File: src/rtl/link_frame_scheduler_if.sv
// Link frame scheduler handshake bundle: sender sync/enable/ready inputs
// and the per-phase enables, sample index and frame status returned to the datapath.
interface link_frame_scheduler_if;
    logic        sync_in;
    logic        enable;
    logic        sample_ready;
    logic        ready;
    logic        preamble_en;
    logic        payload_en;
    logic        guard_en;
    logic [7:0]  sample_idx;
    logic        sync_out;
    logic [15:0] frame_cnt;
    logic        abort;

    modport master (
        output sync_in, enable, sample_ready,
        input  ready, preamble_en, payload_en, guard_en, sample_idx, sync_out, frame_cnt, abort
    );

    modport slave (
        input  sync_in, enable, sample_ready,
        output ready, preamble_en, payload_en, guard_en, sample_idx, sync_out, frame_cnt, abort
    );
endinterface

File: src/rtl/link_frame_scheduler.sv
// Frame sequencer for the link datapath: warm-up, then sync-armed preamble/payload/guard frames.
// Optional payload stall abort is built when LFS_STALL_ABORT_EN is defined.
module link_frame_scheduler #(
    parameter int WARMUP_CYCLES = 720,
    parameter int PREAMBLE_LEN  = 16,
    parameter int PAYLOAD_LEN   = 64,
    parameter int GUARD_LEN     = 8,
    parameter int STALL_MAX     = 32
) (
    input  logic                        clock,
    input  logic                        resetN,
    link_frame_scheduler_if.slave       lnk
);

    // One counter serves warm-up, preamble, guard and (optionally) payload stall timing.
    localparam int CNT_W = $clog2(WARMUP_CYCLES + PREAMBLE_LEN + GUARD_LEN + STALL_MAX + 1);
    localparam logic [CNT_W-1:0] CNT_ZERO      = CNT_W'(0);
    localparam logic [CNT_W-1:0] CNT_ONE       = CNT_W'(1);
    localparam logic [CNT_W-1:0] WARMUP_LAST   = CNT_W'(WARMUP_CYCLES - 1);
    localparam logic [CNT_W-1:0] PREAMBLE_LAST = CNT_W'(PREAMBLE_LEN - 1);
    localparam logic [CNT_W-1:0] GUARD_LAST    = CNT_W'(GUARD_LEN - 1);
    localparam logic [7:0]       IDX_LAST      = 8'(PAYLOAD_LEN - 1);
`ifdef LFS_STALL_ABORT_EN
    localparam logic [CNT_W-1:0] STALL_LAST    = CNT_W'(STALL_MAX - 1);
`endif

    typedef enum logic [2:0] {
        ST_WARMUP   = 3'd0,
        ST_IDLE     = 3'd1,
        ST_PREAMBLE = 3'd2,
        ST_PAYLOAD  = 3'd3,
        ST_GUARD    = 3'd4
    } state_t;

    state_t            state_r, state_nxt;
    logic [CNT_W-1:0]  cnt_r, cnt_nxt;
    logic [7:0]        idx_r, idx_nxt;
    logic [15:0]       frame_r, frame_nxt;
    logic              ready_r, ready_nxt;
    logic              preamble_r, preamble_nxt;
    logic              payload_r, payload_nxt;
    logic              guard_r, guard_nxt;
    logic              sync_out_r, sync_out_nxt;
    logic              s1_r, s2_r, s3_r;
    logic              sync_edge_s;
    logic              fire_s;
`ifdef LFS_STALL_ABORT_EN
    logic              abort_r, abort_nxt;
    logic              aborted_r, aborted_nxt;
`endif

    assign sync_edge_s = s2_r & ~s3_r;
    assign fire_s      = payload_r & lnk.sample_ready;

    // Sync input synchroniser and edge-history chain.
    always_ff @(posedge clock or negedge resetN) begin
        if (!resetN) begin
            s1_r <= 1'b0;
            s2_r <= 1'b0;
            s3_r <= 1'b0;
        end else begin
            s1_r <= lnk.sync_in;
            s2_r <= s1_r;
            s3_r <= s2_r;
        end
    end

    // Next-state and next-output logic; phase enables follow the next state so they come out registered.
    always_comb begin
        state_nxt    = state_r;
        cnt_nxt      = cnt_r;
        idx_nxt      = idx_r;
        frame_nxt    = frame_r;
        ready_nxt    = ready_r;
        sync_out_nxt = 1'b0;
`ifdef LFS_STALL_ABORT_EN
        abort_nxt    = 1'b0;
        aborted_nxt  = aborted_r;
`endif
        case (state_r)
            ST_WARMUP: begin
                if (cnt_r == WARMUP_LAST) begin
                    state_nxt = ST_IDLE;
                    cnt_nxt   = CNT_ZERO;
                    ready_nxt = 1'b1;
                end else begin
                    cnt_nxt   = cnt_r + CNT_ONE;
                end
            end
            ST_IDLE: begin
                if (sync_edge_s) begin
                    state_nxt    = ST_PREAMBLE;
                    cnt_nxt      = CNT_ZERO;
                    sync_out_nxt = 1'b1;
                end else begin
                    state_nxt    = ST_IDLE;
                end
            end
            ST_PREAMBLE: begin
                if (cnt_r == PREAMBLE_LAST) begin
                    state_nxt = ST_PAYLOAD;
                    cnt_nxt   = CNT_ZERO;
                    idx_nxt   = 8'd0;
                end else begin
                    cnt_nxt   = cnt_r + CNT_ONE;
                end
            end
            ST_PAYLOAD: begin
                if (fire_s) begin
                    cnt_nxt = CNT_ZERO;
                    if (idx_r == IDX_LAST) begin
                        state_nxt = ST_GUARD;
                        idx_nxt   = 8'd0;
                    end else begin
                        idx_nxt   = idx_r + 8'd1;
                    end
                end else begin
`ifdef LFS_STALL_ABORT_EN
                    // cnt_r counts consecutive stalled payload cycles here.
                    if (cnt_r == STALL_LAST) begin
                        state_nxt   = ST_GUARD;
                        cnt_nxt     = CNT_ZERO;
                        idx_nxt     = 8'd0;
                        abort_nxt   = 1'b1;
                        aborted_nxt = 1'b1;
                    end else begin
                        cnt_nxt     = cnt_r + CNT_ONE;
                    end
`else
                    idx_nxt = idx_r;
`endif
                end
            end
            ST_GUARD: begin
                if (cnt_r == GUARD_LAST) begin
                    cnt_nxt = CNT_ZERO;
`ifdef LFS_STALL_ABORT_EN
                    if (aborted_r) begin
                        frame_nxt = frame_r;
                    end else begin
                        frame_nxt = frame_r + 16'd1;
                    end
                    aborted_nxt = 1'b0;
`else
                    frame_nxt = frame_r + 16'd1;
`endif
                    if (lnk.enable) begin
                        state_nxt    = ST_PREAMBLE;
                        sync_out_nxt = 1'b1;
                    end else begin
                        state_nxt    = ST_IDLE;
                    end
                end else begin
                    cnt_nxt = cnt_r + CNT_ONE;
                end
            end
            default: begin
                state_nxt = ST_WARMUP;
                cnt_nxt   = CNT_ZERO;
                idx_nxt   = 8'd0;
                frame_nxt = 16'd0;
                ready_nxt = 1'b0;
            end
        endcase
        preamble_nxt = (state_nxt == ST_PREAMBLE);
        payload_nxt  = (state_nxt == ST_PAYLOAD);
        guard_nxt    = (state_nxt == ST_GUARD);
    end

    // State and registered outputs.
    always_ff @(posedge clock or negedge resetN) begin
        if (!resetN) begin
            state_r    <= ST_WARMUP;
            cnt_r      <= CNT_ZERO;
            idx_r      <= 8'd0;
            frame_r    <= 16'd0;
            ready_r    <= 1'b0;
            preamble_r <= 1'b0;
            payload_r  <= 1'b0;
            guard_r    <= 1'b0;
            sync_out_r <= 1'b0;
`ifdef LFS_STALL_ABORT_EN
            abort_r    <= 1'b0;
            aborted_r  <= 1'b0;
`endif
        end else begin
            state_r    <= state_nxt;
            cnt_r      <= cnt_nxt;
            idx_r      <= idx_nxt;
            frame_r    <= frame_nxt;
            ready_r    <= ready_nxt;
            preamble_r <= preamble_nxt;
            payload_r  <= payload_nxt;
            guard_r    <= guard_nxt;
            sync_out_r <= sync_out_nxt;
`ifdef LFS_STALL_ABORT_EN
            abort_r    <= abort_nxt;
            aborted_r  <= aborted_nxt;
`endif
        end
    end

    assign lnk.ready       = ready_r;
    assign lnk.preamble_en = preamble_r;
    assign lnk.payload_en  = payload_r;
    assign lnk.guard_en    = guard_r;
    assign lnk.sample_idx  = idx_r;
    assign lnk.sync_out    = sync_out_r;
    assign lnk.frame_cnt   = frame_r;
`ifdef LFS_STALL_ABORT_EN
    assign lnk.abort       = abort_r;
`else
    assign lnk.abort       = 1'b0;
`endif

endmodule
File: src/flat_wrapper.sv
// flat-port wrapper written by rule: the top's interface ports become plain ports
module link_frame_scheduler_flat 
#(
    parameter int WARMUP_CYCLES = 720,
    parameter int PREAMBLE_LEN  = 16,
    parameter int PAYLOAD_LEN   = 64,
    parameter int GUARD_LEN     = 8,
    parameter int STALL_MAX     = 32
)
  (clock, resetN, lnk_sync_in, lnk_enable, lnk_sample_ready, lnk_ready, lnk_preamble_en, lnk_payload_en, lnk_guard_en, lnk_sample_idx, lnk_sync_out, lnk_frame_cnt, lnk_abort);
  link_frame_scheduler_if lnk_i ();
  input  logic clock;
  input  logic resetN;
  input wire logic [$bits(lnk_i.sync_in)-1:0] lnk_sync_in;
  input wire logic [$bits(lnk_i.enable)-1:0] lnk_enable;
  input wire logic [$bits(lnk_i.sample_ready)-1:0] lnk_sample_ready;
  output wire logic [$bits(lnk_i.ready)-1:0] lnk_ready;
  output wire logic [$bits(lnk_i.preamble_en)-1:0] lnk_preamble_en;
  output wire logic [$bits(lnk_i.payload_en)-1:0] lnk_payload_en;
  output wire logic [$bits(lnk_i.guard_en)-1:0] lnk_guard_en;
  output wire logic [$bits(lnk_i.sample_idx)-1:0] lnk_sample_idx;
  output wire logic [$bits(lnk_i.sync_out)-1:0] lnk_sync_out;
  output wire logic [$bits(lnk_i.frame_cnt)-1:0] lnk_frame_cnt;
  output wire logic [$bits(lnk_i.abort)-1:0] lnk_abort;
  assign lnk_i.sync_in = lnk_sync_in;
  assign lnk_i.enable = lnk_enable;
  assign lnk_i.sample_ready = lnk_sample_ready;
  assign lnk_ready = lnk_i.ready;
  assign lnk_preamble_en = lnk_i.preamble_en;
  assign lnk_payload_en = lnk_i.payload_en;
  assign lnk_guard_en = lnk_i.guard_en;
  assign lnk_sample_idx = lnk_i.sample_idx;
  assign lnk_sync_out = lnk_i.sync_out;
  assign lnk_frame_cnt = lnk_i.frame_cnt;
  assign lnk_abort = lnk_i.abort;
  link_frame_scheduler #(.WARMUP_CYCLES(WARMUP_CYCLES), .PREAMBLE_LEN(PREAMBLE_LEN), .PAYLOAD_LEN(PAYLOAD_LEN), .GUARD_LEN(GUARD_LEN), .STALL_MAX(STALL_MAX)) u_core (.clock(clock), .resetN(resetN), .lnk(lnk_i));
endmodule
File: config.mk
export PLATFORM = sky130hd
export DESIGN_NAME = link_frame_scheduler_flat
export DESIGN_NICKNAME = d
export VERILOG_FILES = /design/src/rtl/link_frame_scheduler_if.sv /design/src/rtl/link_frame_scheduler.sv /design/src/flat_wrapper.sv
export SDC_FILE = /design/constraint.sdc
export NUM_CORES = 1
export LEC_CHECK = 0
export CAP_MARGIN = 20
export CORE_ASPECT_RATIO = 0.8
export CORE_MARGIN = 1.5
export CORE_UTILIZATION = 55
export CTS_BUF_LIST = sky130_fd_sc_hd__clkbuf_4 sky130_fd_sc_hd__clkbuf_8 sky130_fd_sc_hd__clkbuf_16
export DETAILED_ROUTE_END_ITERATION = 16
export GPL_TIMING_DRIVEN = 0
export PLACE_DENSITY = 0.81
export SYNTH_ARGS = -nofsm -noshare
export SYNTH_HDL_FRONTEND = slang
export SYNTH_SLANG_ARGS = --single-unit
File: constraint.sdc
create_clock -name clock -period 3 [get_ports clock]
set_input_delay 0.3 -clock clock [delete_from_list [all_inputs] [get_ports clock]]
set_output_delay 0.3 -clock clock [all_outputs]
set_load 0.1 [all_outputs]
* After elaboration in Yosys (flattened, before gate mapping)
Index checks and enable logic that the tools add are counted.
** Storage, ports and cells
- Output and inout bits :: 30
- Bits in read-only memories :: 0
- Logic and storage cells :: 71
- RAM bits :: 0
- Memories :: 0
- Register bits after elaboration :: 45
- Input port bits :: 5
- Bits in latches :: 0
** Operators by class
- Multiply operators :: 0
- Shift operators :: 0
- Reduce and logical (&&, ||, !) cells :: 8
- Muxes and demuxes :: 26
- Add/subtract/negate cells :: 3
- Equal/unequal tests :: 16
- $lt $le $gt $ge :: 0
- Bitwise operators :: 6
- Divide/modulo/power cells :: 0
** Operator list (number)
- $mux W10 :: 5
- $pmux W10 S5 :: 1
- $pmux W16 S2 :: 1
- $mux W8 :: 3
- $pmux W8 S3 :: 1
- $add A16 B1 Y16 const B :: 1
- $mux W16 :: 1
- $mux W3 :: 5
- $pmux W3 S5 :: 1
- $eq A3 B2 Y1 const B :: 4
- $add A10 B1 Y10 const B :: 1
- $eq A10 B10 Y1 const B :: 1
- $eq A10 B3 Y1 const B :: 1
- $eq A10 B4 Y1 const B :: 1
- $ne A2 B1 Y1 const B :: 5
- $add A8 B1 Y8 const B :: 1
- $eq A8 B6 Y1 const B :: 1
- $reduce_or A4 Y1 :: 2
- $eq A3 B3 Y1 const B :: 2
- $reduce_and A2 Y1 :: 3
- $mux W1 :: 4
- $mux W2 :: 2
- $not A1 Y1 :: 4
- $pmux W1 S2 :: 2
- other kinds (5) :: 6

* Depth between registers and ports, before layout
Gate-level depths: netlist of the first run.
- Word-level depth :: 5
- Depth in mapped cells :: 7

* Worst setup path after synthesis of the first run
Ideal clock, no wire load.
- Kind :: register -> register
- Start :: reg u_core.idx_r[0], in the netlist u_core.lnk.sample_idx[0]
- End :: reg u_core.payload_r, in the netlist u_core.lnk.payload_en
- Stages on the path, launching flop included :: 7
- Setup slack :: 0.343 ns
- Required time :: 2.872 ns
- Path buffers :: 0
- Library setup time :: 0.128 ns
- Data arrival time :: 2.530 ns
- Period minus slack after synthesis :: 2.657 ns
- Cell sequence :: dfrtp_1 -> ha_1 -> nand3_2 -> nor4_4 -> nor2_1 -> or4_4 -> nor2b_1
** On the way
- Word-level cells in the longest chain between the ends :: 5
** Ends and longest elaborated chain
- from (decl) :: line link_frame_scheduler.sv:37 : logic [7:0] idx_r, idx_nxt;
- from (signal assigned) :: line link_frame_scheduler.sv:189 : idx_r <= idx_nxt;
- $eq A8 B6 Y1 :: line link_frame_scheduler.sv:111 : if (idx_r == IDX_LAST) begin
- $mux W3 :: line link_frame_scheduler.sv:111
- $mux W3 :: line link_frame_scheduler.sv:109 : if (fire_s) begin
- $pmux W3 S5 :: line link_frame_scheduler.sv:80 : case (state_r)
- net u_core.state_nxt[0] :: line link_frame_scheduler.sv:35 : state_t state_r, state_nxt;
- $eq A3 B2 Y1 :: line link_frame_scheduler.sv:166 : payload_nxt = (state_nxt == ST_PAYLOAD);
- net u_core.payload_nxt :: line link_frame_scheduler.sv:41 : logic payload_r, payload_nxt;
- to (signal assigned) :: line link_frame_scheduler.sv:193 : payload_r <= payload_nxt;
- to (decl) :: line link_frame_scheduler.sv:41
The timed path passes the listed nets, and every way through them passes these cells.
A chain may end at the register's enable or synchronous reset.

* Worst setup path after layout of the first run
- Start :: reg u_core.idx_r[6], in the netlist u_core.lnk.sample_idx[6]
- End :: out lnk_sample_idx[6]
** RTL lines
- to (decl) :: line flat_wrapper.sv:21 : output wire logic [$bits(lnk_i.sample_idx)-1:0] lnk_sample_idx;
No word-level cell between the ends.

==> impl_metrics.py, run 1 <==
metrics = {
    "run_status": {
        "status": "finished clean",
    },
    "floorplan": {
        "die_h_um": 61.4,
        "io_pins": 35,
        "core_area_um2": 4150,
        "dieArea_um2": 4670,
        "initial_core_util": 0.566,
        "rows": 21,
        "die_w_um": 76.1,
    },
    "detailed_routing": {
        "first_pass_iters": 4,
        "viasPerCell": 5.57,
        "vias": 1932,
        "drtIter0Drc": 136,
        "wl_mm": 4.86,
        "ant_nets": 0,
        "routedWlPerCell_um": 14.0,
        "drc_errors": 0,
    },
    "synth": {
        "synth_nets": 255,
        "synth_top_area_share": 0.479,
        "ys_seq_elements": 45,
        "synth_top_area_cell": "dfrtp_1",
        "synth_area_um2": 2350,
        "synth-edff-count": 0,
        "yosys_warnings": 0,
        "yosysMostFrequentCell": "dfrtp_1",
        "synth-async-reset-ratio": 1.00,
        "synth.distinct_cells": 54,
        "synthFlopType": "dfrtp_1",
        "synth_area_leaders": "dfrtp_1 (48%), xor2_1 (4.8%), nor2_1 (4.3%)",
        "synth_common_cells": "dfrtp_1 (45), nor2_1 (27), nand2_1 (26), o21ai_0 (20), nand3_1 (18)",
        "syn_avg_cell_area_um2": 9.51,
        "syn_inst": 247,
        "seq_area_frac_synth": 0.479,
    },
    "placed_design": {
        "place.detailed.hpwl_mm": 3.50,
        "place_congestion": 0.826,
        "port_buffers": 33,
        "dp.cells": 338,
        "dp_slack_ns": 0.830,
    },
    "sta": {
        "skew_ns": 0.00820,
        "fin_crit_ns": 2.24,
        "max_freq_mhz": 447,
        "worst_slew_pin_slew_ns": 0.988,
        "drv_slew": 0,
        "finalHoldViolCount": 0,
        "worst_slack_ns": 0.762,
        "finalCritPeriodShare": 0.746,
        "tns_ns": 0,
        "setup_viol": 0,
        "relSlewSlack": 0.339,
        "rsz0062_at_grt": "false",
    },
    "cells_and_area": {
        "fin_cells": 347,
        "postLayoutCoreUtil": 0.691,
        "area.growth.synth_to_final_pct": 22.2,
        "fin_nets": 297,
        "antenna_cells": 0,
        "drive_gt1_frac": 0.0966,
    },
    "cts": {
        "root_buffer": "clkbuf_8",
        "cts_tree": "built",
        "cts.sinks": 45,
        "cts_buffers": 5,
        "cts.htree.levels": 2,
        "clk_path_buf_depth": 2,
        "insertion_delay_ns": 0.31,
        "clkTransAtPathRegs_ns": 0.08,
    },
    "global_route": {
        "gr-total-overflow": 0,
        "grt_max_degree": 24,
        "antenna_found_initial": 0,
        "grt_pass1_wl_mm": 7.93,
        "grt_pass1_vias": 1698,
        "grt_usage": 0.224,
    },
    "run": {
        "maxCapViolCount": 0,
    },
    "power_and_ir_drop": {
        "vdd_drop_max_mv": 0.334,
        "leakagePower_uw": 0.00123,
        "powerDensity_nw_per_um2": 352,
    },
    "critical_path": {
        "crit_type": "reg2out",
        "path_cells": "clkdlybuf4s50_1",
        "crit_family": "buffers and inverters",
        "critPathLaunchType": "flip-flop",
        "crit_path_max_fanout": 6,
        "max_stage_delay_ns": 1.18,
        "crit_arrival_ns": 1.94,
        "cp-end-kind": "output port",
        "cp_slowest_cell": "clkdlybuf4s50_1",
        "critPathRequiredTime_ns": 2.70,
        "crit_buf_inv": 1,
    },
    "hold_path": {
        "min_path_type": "reg2reg",
    },
}
[layer usage]
metal / up-vias / part of all wire / GRT usage
met5: - / 0 / 0
met4: 0 / 0.010 / 0.0635
met3: 5 / 0.051 / 0.0741
met2: 42 / 0.43 / 0.349
met1: 913 / 0.51 / 0.306
li1: 972 / - / -
[area by class of cell]
cell class | instances | area, um^2
Timing Repair Buffer | 35 | 363
Fill cell | 357 | 1280
Buffer | 11 | 56.3
Multi-Input combinational cell | 187 | 1150
Sequential cell | 45 | 1130
Clock buffer | 6 | 76.3
Tap cell | 57 | 71.3
Clock inverter | 2 | 10.0
Inverter | 4 | 15.0
[cells by family (layout without fill, tap and decap cells)]
group                    count (synthesis)  count (layout)  synth area share
multiplexers                             2               2           0.00852
flip-flops                              45              45             0.479
XOR/XNOR                                14              14            0.0522
buffers and inverters                   15              58            0.0304
other                                    1               1           0.00160
adder cells (fa/ha/maj)                  3               3            0.0160
AND/OR/NAND/NOR                        122             122             0.285
AO/OA/AOI/OAI                           45              45             0.127
[worst paths after layout]
kind	from	to	slack (ns)	depth (start not counted)
max	u_core.lnk.sample_idx[6]	lnk_sample_idx[6]	0.76	1
max reg2reg	u_core.lnk.sample_idx[0]	u_core.lnk.payload_en	0.87	6
min in group asynchronous	resetN	u_core.lnk.frame_cnt[15]	0.51	2
max in group asynchronous	resetN	u_core.lnk.ready	1.99	3
min reg2reg	u_core.s1_r	u_core.s2_r	0.36	0
min	u_core.s1_r	u_core.s2_r	0.36	0
[stage by stage]
stage / total power (uW) / hold WS [ns] / instance area [um^2]
floorplan: 628 / 0.00441 / 2350
global placement: 646 / 0.339 / 2750
detailed placement: 650 / 0.317 / 2770
CTS: 1020 / 0.361 / 2870
global route: 1050 / 0.376 / 2870
finish: 1010 / 0.361 / 2870
[where the power goes]
group          switching, uW  internal (uW)  leakage [uW]  total (uW)
Combinational           19.1           9.69      0.000567        28.8
Clock                    203            171     0.0000484         373
Sequential             0.834            608      0.000612         609
Total                    223            788       0.00123        1010
[sequential cells by signal, summed over array words and instances, names as in the netlist]
signal	count
u_core.s3_r	1
u_core.lnk.guard_en	1
u_core.lnk.sample_idx	8
u_core.s1_r	1
u_core.cnt_r	10
u_core.lnk.preamble_en	1
u_core.lnk.frame_cnt	16
u_core.lnk.sync_out	1
u_core.lnk.ready	1
u_core.lnk.payload_en	1
u_core.state_r	3
u_core.s2_r	1
[placed cells by master, fill, tap and decap left out, drive strengths merged, types with 3 or more instances in the layout]
| master | synthesis | layout |
|---|---|---|
| xor2 | 13 | 13 |
| nand4 | 13 | 13 |
| nor2b | 3 | 3 |
| nor3b | 3 | 3 |
| clkbuf | 6 | 12 |
| clkdlybuf4s50 | 0 | 32 |
| buf | 5 | 7 |
| inv | 4 | 4 |
| and3 | 7 | 7 |
| nand3 | 19 | 19 |
| nor2 | 27 | 27 |
| nand2 | 26 | 26 |
| or3 | 4 | 4 |
| a21oi | 5 | 5 |
| o21ai | 21 | 21 |
| nor3 | 6 | 6 |
| ha | 3 | 3 |
| dfrtp | 45 | 45 |
[what timing repair did]
action / in CTS / in global routing
gates resized for setup: 0 / 0
hold buffers: 1 / 0
endpoints found under the hold margin: 22 / 0
buffers inserted: 0 / 0
No activity file was read; power rests on OpenSTA's default activity.
==> run 2, diff against run 1 <==
--- a/config.mk
+++ b/config.mk
@@ -8,11 +8,11 @@
 export CAP_MARGIN = 20
 export CORE_ASPECT_RATIO = 0.8
 export CORE_MARGIN = 1.5
-export CORE_UTILIZATION = 55
+export CORE_UTILIZATION = 54
 export CTS_BUF_LIST = sky130_fd_sc_hd__clkbuf_4 sky130_fd_sc_hd__clkbuf_8 sky130_fd_sc_hd__clkbuf_16
 export DETAILED_ROUTE_END_ITERATION = 16
 export GPL_TIMING_DRIVEN = 0
-export PLACE_DENSITY = 0.81
+export PLACE_DENSITY = 0.8
 export SYNTH_ARGS = -nofsm -noshare
 export SYNTH_HDL_FRONTEND = slang
 export SYNTH_SLANG_ARGS = --single-unit
==> constraint.sdc (replaced) <==
create_clock -name clock -period 2.35 [get_ports clock]
set_input_delay 0.235 -clock clock [delete_from_list [all_inputs] [get_ports clock]]
set_output_delay 0.235 -clock clock [all_outputs]
set_load 0.1 [all_outputs]
==> impl_metrics.py, run 2 (synthesis results as in run 1) <==
metrics = {
    "floorplan": {
        "core_area_um2": 4180,
        "io_pins": 35,
        "die_w_um": 76.7,
        "dieArea_um2": 4760,
        "rows": 21,
        "die_h_um": 62.0,
        "initial_core_util": 0.562,
    },
    "sta": {
        "worst_slew_pin_slew_ns": 0.976,
        "drv_slew": 0,
        "finalCritPeriodShare": 0.929,
        "skew_ns": 0.00965,
        "relSlewSlack": 0.347,
        "finalHoldViolCount": 0,
        "setup_viol": 0,
        "rsz0062_at_grt": "false",
        "max_freq_mhz": 458,
        "fin_crit_ns": 2.18,
    },
    "power_and_ir_drop": {
        "p_sw_uw": 275,
        "powerDensity_nw_per_um2": 455,
        "internal_power_uw": 1030,
        "p_comb_frac": 0.029,
        "p_seq_frac": 0.594,
        "leakagePower_uw": 0.00122,
        "swShare": 0.210,
        "finalPower_uw": 1310,
        "vdd_drop_max_mv": 0.384,
        "power.share.clock": 0.377,
    },
    "critical_path": {
        "crit_buf_inv": 1,
        "path_cells": "clkdlybuf4s50_1",
        "cp_slowest_cell": "clkdlybuf4s50_1",
        "critPathRequiredTime_ns": 2.12,
        "cp-end-kind": "output port",
        "rr_startpoint": "u_core.lnk.sample_idx[0]",
        "critPathLaunchType": "flip-flop",
        "crit_type": "reg2out",
        "crit_path_max_fanout": 7,
        "crit_arrival_ns": 1.95,
        "max_stage_delay_ns": 1.18,
        "critPathLaunch": "u_core.lnk.frame_cnt[2]",
        "crit_family": "buffers and inverters",
    },
    "cts": {
        "cts_resized": 0,
        "postCtsSetupBuffers": 0,
        "clkTransAtPathRegs_ns": 0.07,
        "cts.sinks": 45,
        "cts_buffers": 5,
        "cts.htree.levels": 2,
        "clk_path_buf_depth": 2,
        "cts_tree": "built",
        "cts_hold_buffers": 1,
        "insertion_delay_ns": 0.30,
        "root_buffer": "clkbuf_8",
    },
    "detailed_routing": {
        "drc_errors": 0,
        "first_pass_iters": 4,
        "wl_mm": 4.84,
        "viasPerCell": 5.77,
        "ant_nets": 0,
        "drtIter0Drc": 168,
        "vias": 1997,
        "routedWlPerCell_um": 14.0,
    },
    "global_route": {
        "antenna_found_initial": 0,
        "grt_pass1_wl_mm": 8.27,
        "gr-total-overflow": 0,
        "grt_usage": 0.227,
        "grt_max_degree": 25,
        "grt_pass1_vias": 1744,
    },
    "cells_and_area": {
        "final_cell_mix": "dfrtp_1 (41), clkdlybuf4s50_1 (32), nor2_1 (27)",
        "mostFrequentLayoutCell": "dfrtp_1",
        "drive_gt1_frac": 0.107,
        "largest_reg_flops": 16,
        "postLayoutCoreUtil": 0.689,
        "fin_cells": 346,
        "area.growth.synth_to_final_pct": 22.5,
        "fin_nets": 297,
        "antenna_cells": 0,
    },
    "placed_design": {
        "place.detailed.hpwl_mm": 3.51,
        "dp.cells": 338,
        "port_buffers": 33,
        "place_congestion": 0.826,
    },
    "run": {
        "maxCapViolCount": 0,
    },
    "hold_path": {
        "min_path_type": "reg2reg",
        "min_from": "u_core.s1_r",
    },
    "run_status": {
        "status": "finished clean",
    },
}
-- run 2: cell types whose count changed in the layout (fill, tap and decap cells not counted) --
cell	before	now
clkbuf_8	5	6
clkinv_2	2	0
dfrtp_1	45	41
dfrtp_2	0	4
-- run 2: final timing paths --
path	to	slack (ns)	cells past startpoint
worst max register to register	u_core.lnk.payload_en	0.29	6
max in group asynchronous	u_core.lnk.sample_idx[0]	1.40	3
worst max-delay path	lnk_frame_cnt[2]	0.17	1
worst min register to register	u_core.s2_r	0.35	0
min in group asynchronous	u_core.lnk.frame_cnt[14]	0.44	2
worst min-delay path	u_core.s2_r	0.35	0
-- run 2: power groups by stage --
stage / clock (uW) / combinational, uW / sequential (uW)
floorplan: 0 / 9.13 / 792
global placement: 0 / 32.4 / 793
detailed placement: 0 / 37.4 / 792
CTS: 495 / 38.5 / 777
global route: 539 / 42.3 / 777
finish: 493 / 37.5 / 777
-- run 2: per-stage QoR --
| step | cell area (um^2) | hold WS (ns) | setup slack, ns | setup TNS [ns] |
|---|---|---|---|---|
| floorplan | 2350 | -0.0606 | 0.00863 | 0 |
| global placement | 2760 | 0.347 | -0.342 | -8.63 |
| detailed placement | 2780 | 0.251 | 0.298 | 0 |
| CTS | 2880 | 0.353 | 0.168 | 0 |
| global route | 2880 | 0.356 | 0.115 | 0 |
| finish | 2880 | 0.351 | 0.167 | 0 |
-- run 2: layout make-up --
class                      instances  area, um^2
multi-input combinational        187        1150
inverter                           4        15.0
buffer                            11        56.3
clock buffer                       7        90.1
tap                               57        71.3
timing repair buffer              35         363
sequential                        45        1130
fill                             328        1300
-- run 2: metal layers --
metal	part of all wire	track usage	up-vias
li1	-	-	977
met1	0.52	0.335	960
met2	0.42	0.335	53
met3	0.042	0.0438	7
met4	0.013	0.0873	0
met5	0	0	-
==> run 3, diff against run 2 <==
--- a/config.mk
+++ b/config.mk
@@ -11,7 +11,6 @@
 export CORE_UTILIZATION = 54
 export CTS_BUF_LIST = sky130_fd_sc_hd__clkbuf_4 sky130_fd_sc_hd__clkbuf_8 sky130_fd_sc_hd__clkbuf_16
 export DETAILED_ROUTE_END_ITERATION = 16
-export GPL_TIMING_DRIVEN = 0
 export PLACE_DENSITY = 0.8
 export SYNTH_ARGS = -nofsm -noshare
 export SYNTH_HDL_FRONTEND = slang
==> impl_metrics.py, run 3 (synthesis results as in run 1) <==
metrics = {
    "floorplan": {
        "core_area_um2": 4180,
        "initial_core_util": 0.562,
        "rows": 21,
        "die_w_um": 76.7,
        "io_pins": 35,
        "dieArea_um2": 4760,
        "die_h_um": 62.0,
    },
    "critical_path": {
        "crit_type": "reg2reg",
        "rr_endpoint": "u_core.lnk.payload_en",
        "cp-endpoint": "u_core.lnk.payload_en",
        "critPathLaunch": "u_core.lnk.sample_idx[0]",
        "crit_path_max_fanout": 6,
        "critPathLaunchType": "flip-flop",
        "cp-end-kind": "flip-flop",
        "rr_startpoint": "u_core.lnk.sample_idx[0]",
        "r2r_slack_ns": 0.29,
        "rr_worst_depth": 6,
        "critPathRequiredTime_ns": 2.54,
        "crit_arrival_ns": 2.24,
    },
    "hold_path": {
        "min_from": "u_core.s1_r",
        "min_path_type": "reg2reg",
    },
    "cts": {
        "cts.sinks": 45,
        "root_buffer": "clkbuf_8",
        "cts_resized": 0,
        "clk_path_buf_depth": 2,
        "clkTransAtPathRegs_ns": 0.08,
        "cts_tree": "built",
        "cts_buffers": 5,
        "insertion_delay_ns": 0.30,
        "cts.htree.levels": 2,
    },
    "detailed_routing": {
        "routedWlPerCell_um": 13.9,
        "vias": 1936,
        "viasPerCell": 5.71,
        "first_pass_iters": 4,
        "drc_errors": 0,
        "wl_mm": 4.71,
        "ant_nets": 0,
        "drtIter0Drc": 165,
    },
    "global_route": {
        "gr-total-overflow": 0,
        "grt_usage": 0.212,
        "antenna_found_initial": 0,
        "grt_max_degree": 25,
        "grt_pass1_vias": 1674,
        "grt_pass1_wl_mm": 7.78,
    },
    "sta": {
        "relSlewSlack": 0.656,
        "tns_ns": 0,
        "rsz0062_at_grt": "false",
        "finalCritPeriodShare": 0.874,
        "setup_viol": 0,
        "max_freq_mhz": 487,
        "worst_slew_pin_slew_ns": 0.516,
        "skew_ns": 0.0122,
        "fin_crit_ns": 2.06,
        "finalHoldViolCount": 0,
        "drv_slew": 0,
    },
    "placed_design": {
        "place.detailed.hpwl_mm": 3.34,
        "place_area_um2": 2660,
        "dp.cells": 330,
        "port_buffers": 33,
        "place_congestion": 0.807,
    },
    "cells_and_area": {
        "fin_area_um2": 2760,
        "fin_nets": 289,
        "largest_reg_flops": 16,
        "postLayoutCoreUtil": 0.661,
        "fillCellCount": 337,
        "area.growth.synth_to_final_pct": 17.5,
        "fin_cells": 339,
        "mostFrequentLayoutCell": "dfrtp_1",
        "final_cell_mix": "dfrtp_1 (41), buf_4 (32), nor2_1 (27)",
        "antenna_cells": 0,
        "drive_gt1_frac": 0.209,
    },
    "power_and_ir_drop": {
        "leakagePower_uw": 0.00126,
        "powerDensity_nw_per_um2": 467,
        "finalPower_uw": 1290,
        "vdd_drop_max_mv": 0.336,
    },
    "run_status": {
        "status": "finished clean",
    },
    "run": {
        "maxCapViolCount": 0,
    },
}
[run 3: metal layers]
layer,vias up,track usage,part of all wire,wire length [um]
li1,956,-,-,-
met1,923,0.303,0.49,2310
met2,55,0.326,0.44,2090
met3,2,0.0569,0.064,303
met4,0,0.0529,0.0017,8
met5,-,0,0,0
[run 3: final cells by class]
type | instances | area [um^2] | area share
Multi-Input combinational cell | 187 | 1150 | 0.417
Sequential cell | 45 | 1130 | 0.410
Timing Repair Buffer | 38 | 305 | 0.111
Clock buffer | 6 | 76.3 | 0.0277
Tap cell | 57 | 71.3 | 0.0258
Inverter | 4 | 15.0 | 0.00544
Clock inverter | 2 | 10.0 | 0.00363
[run 3: what timing repair did]
item / 4_1_cts / 5_1_grt
hold buffers: 1 / 0
buffers inserted: 0 / 0
endpoints found under the hold margin: 21 / 0
[run 3: how the worst min path moves through the flow]
stage	end	slack (ns)	cells past startpoint
floorplan	u_core.cnt_r[0]	-0.06	0
global placement	u_core.lnk.frame_cnt[14]	0.24	1
detailed placement	u_core.lnk.frame_cnt[14]	0.23	1
CTS	u_core.s2_r	0.35	0
global route	u_core.s2_r	0.36	0
finish	u_core.s2_r	0.35	0
[run 3: critical path, cell delays in order (launching register included)]
cell     delay (ns)
dfrtp_2        0.41
ha_1           0.22
nand3_2        0.14
nor4_4         0.36
nor2_1         0.13
or4_4          0.54
nor2b_1        0.14
[run 3: metrics by stage]
| step | setup WS [ns] | hold WS (ns) |
|---|---|---|
| 2_1_floorplan | 0.00863 | -0.0606 |
| 3_3_place_gp | 0.406 | 0.237 |
| 3_5_place_dp | 0.303 | 0.234 |
| 4_1_cts | 0.299 | 0.352 |
| 5_1_grt | 0.207 | 0.358 |
| 6_report | 0.295 | 0.350 |
[run 3: power by group]
| group | internal, uW | switching [uW] | total (uW) |
|---|---|---|---|
| logic | 9.92 | 24.6 | 34.5 |
| registers | 776 | 0.826 | 777 |
| clock network | 218 | 259 | 477 |
| total | 1000 | 284 | 1290 |
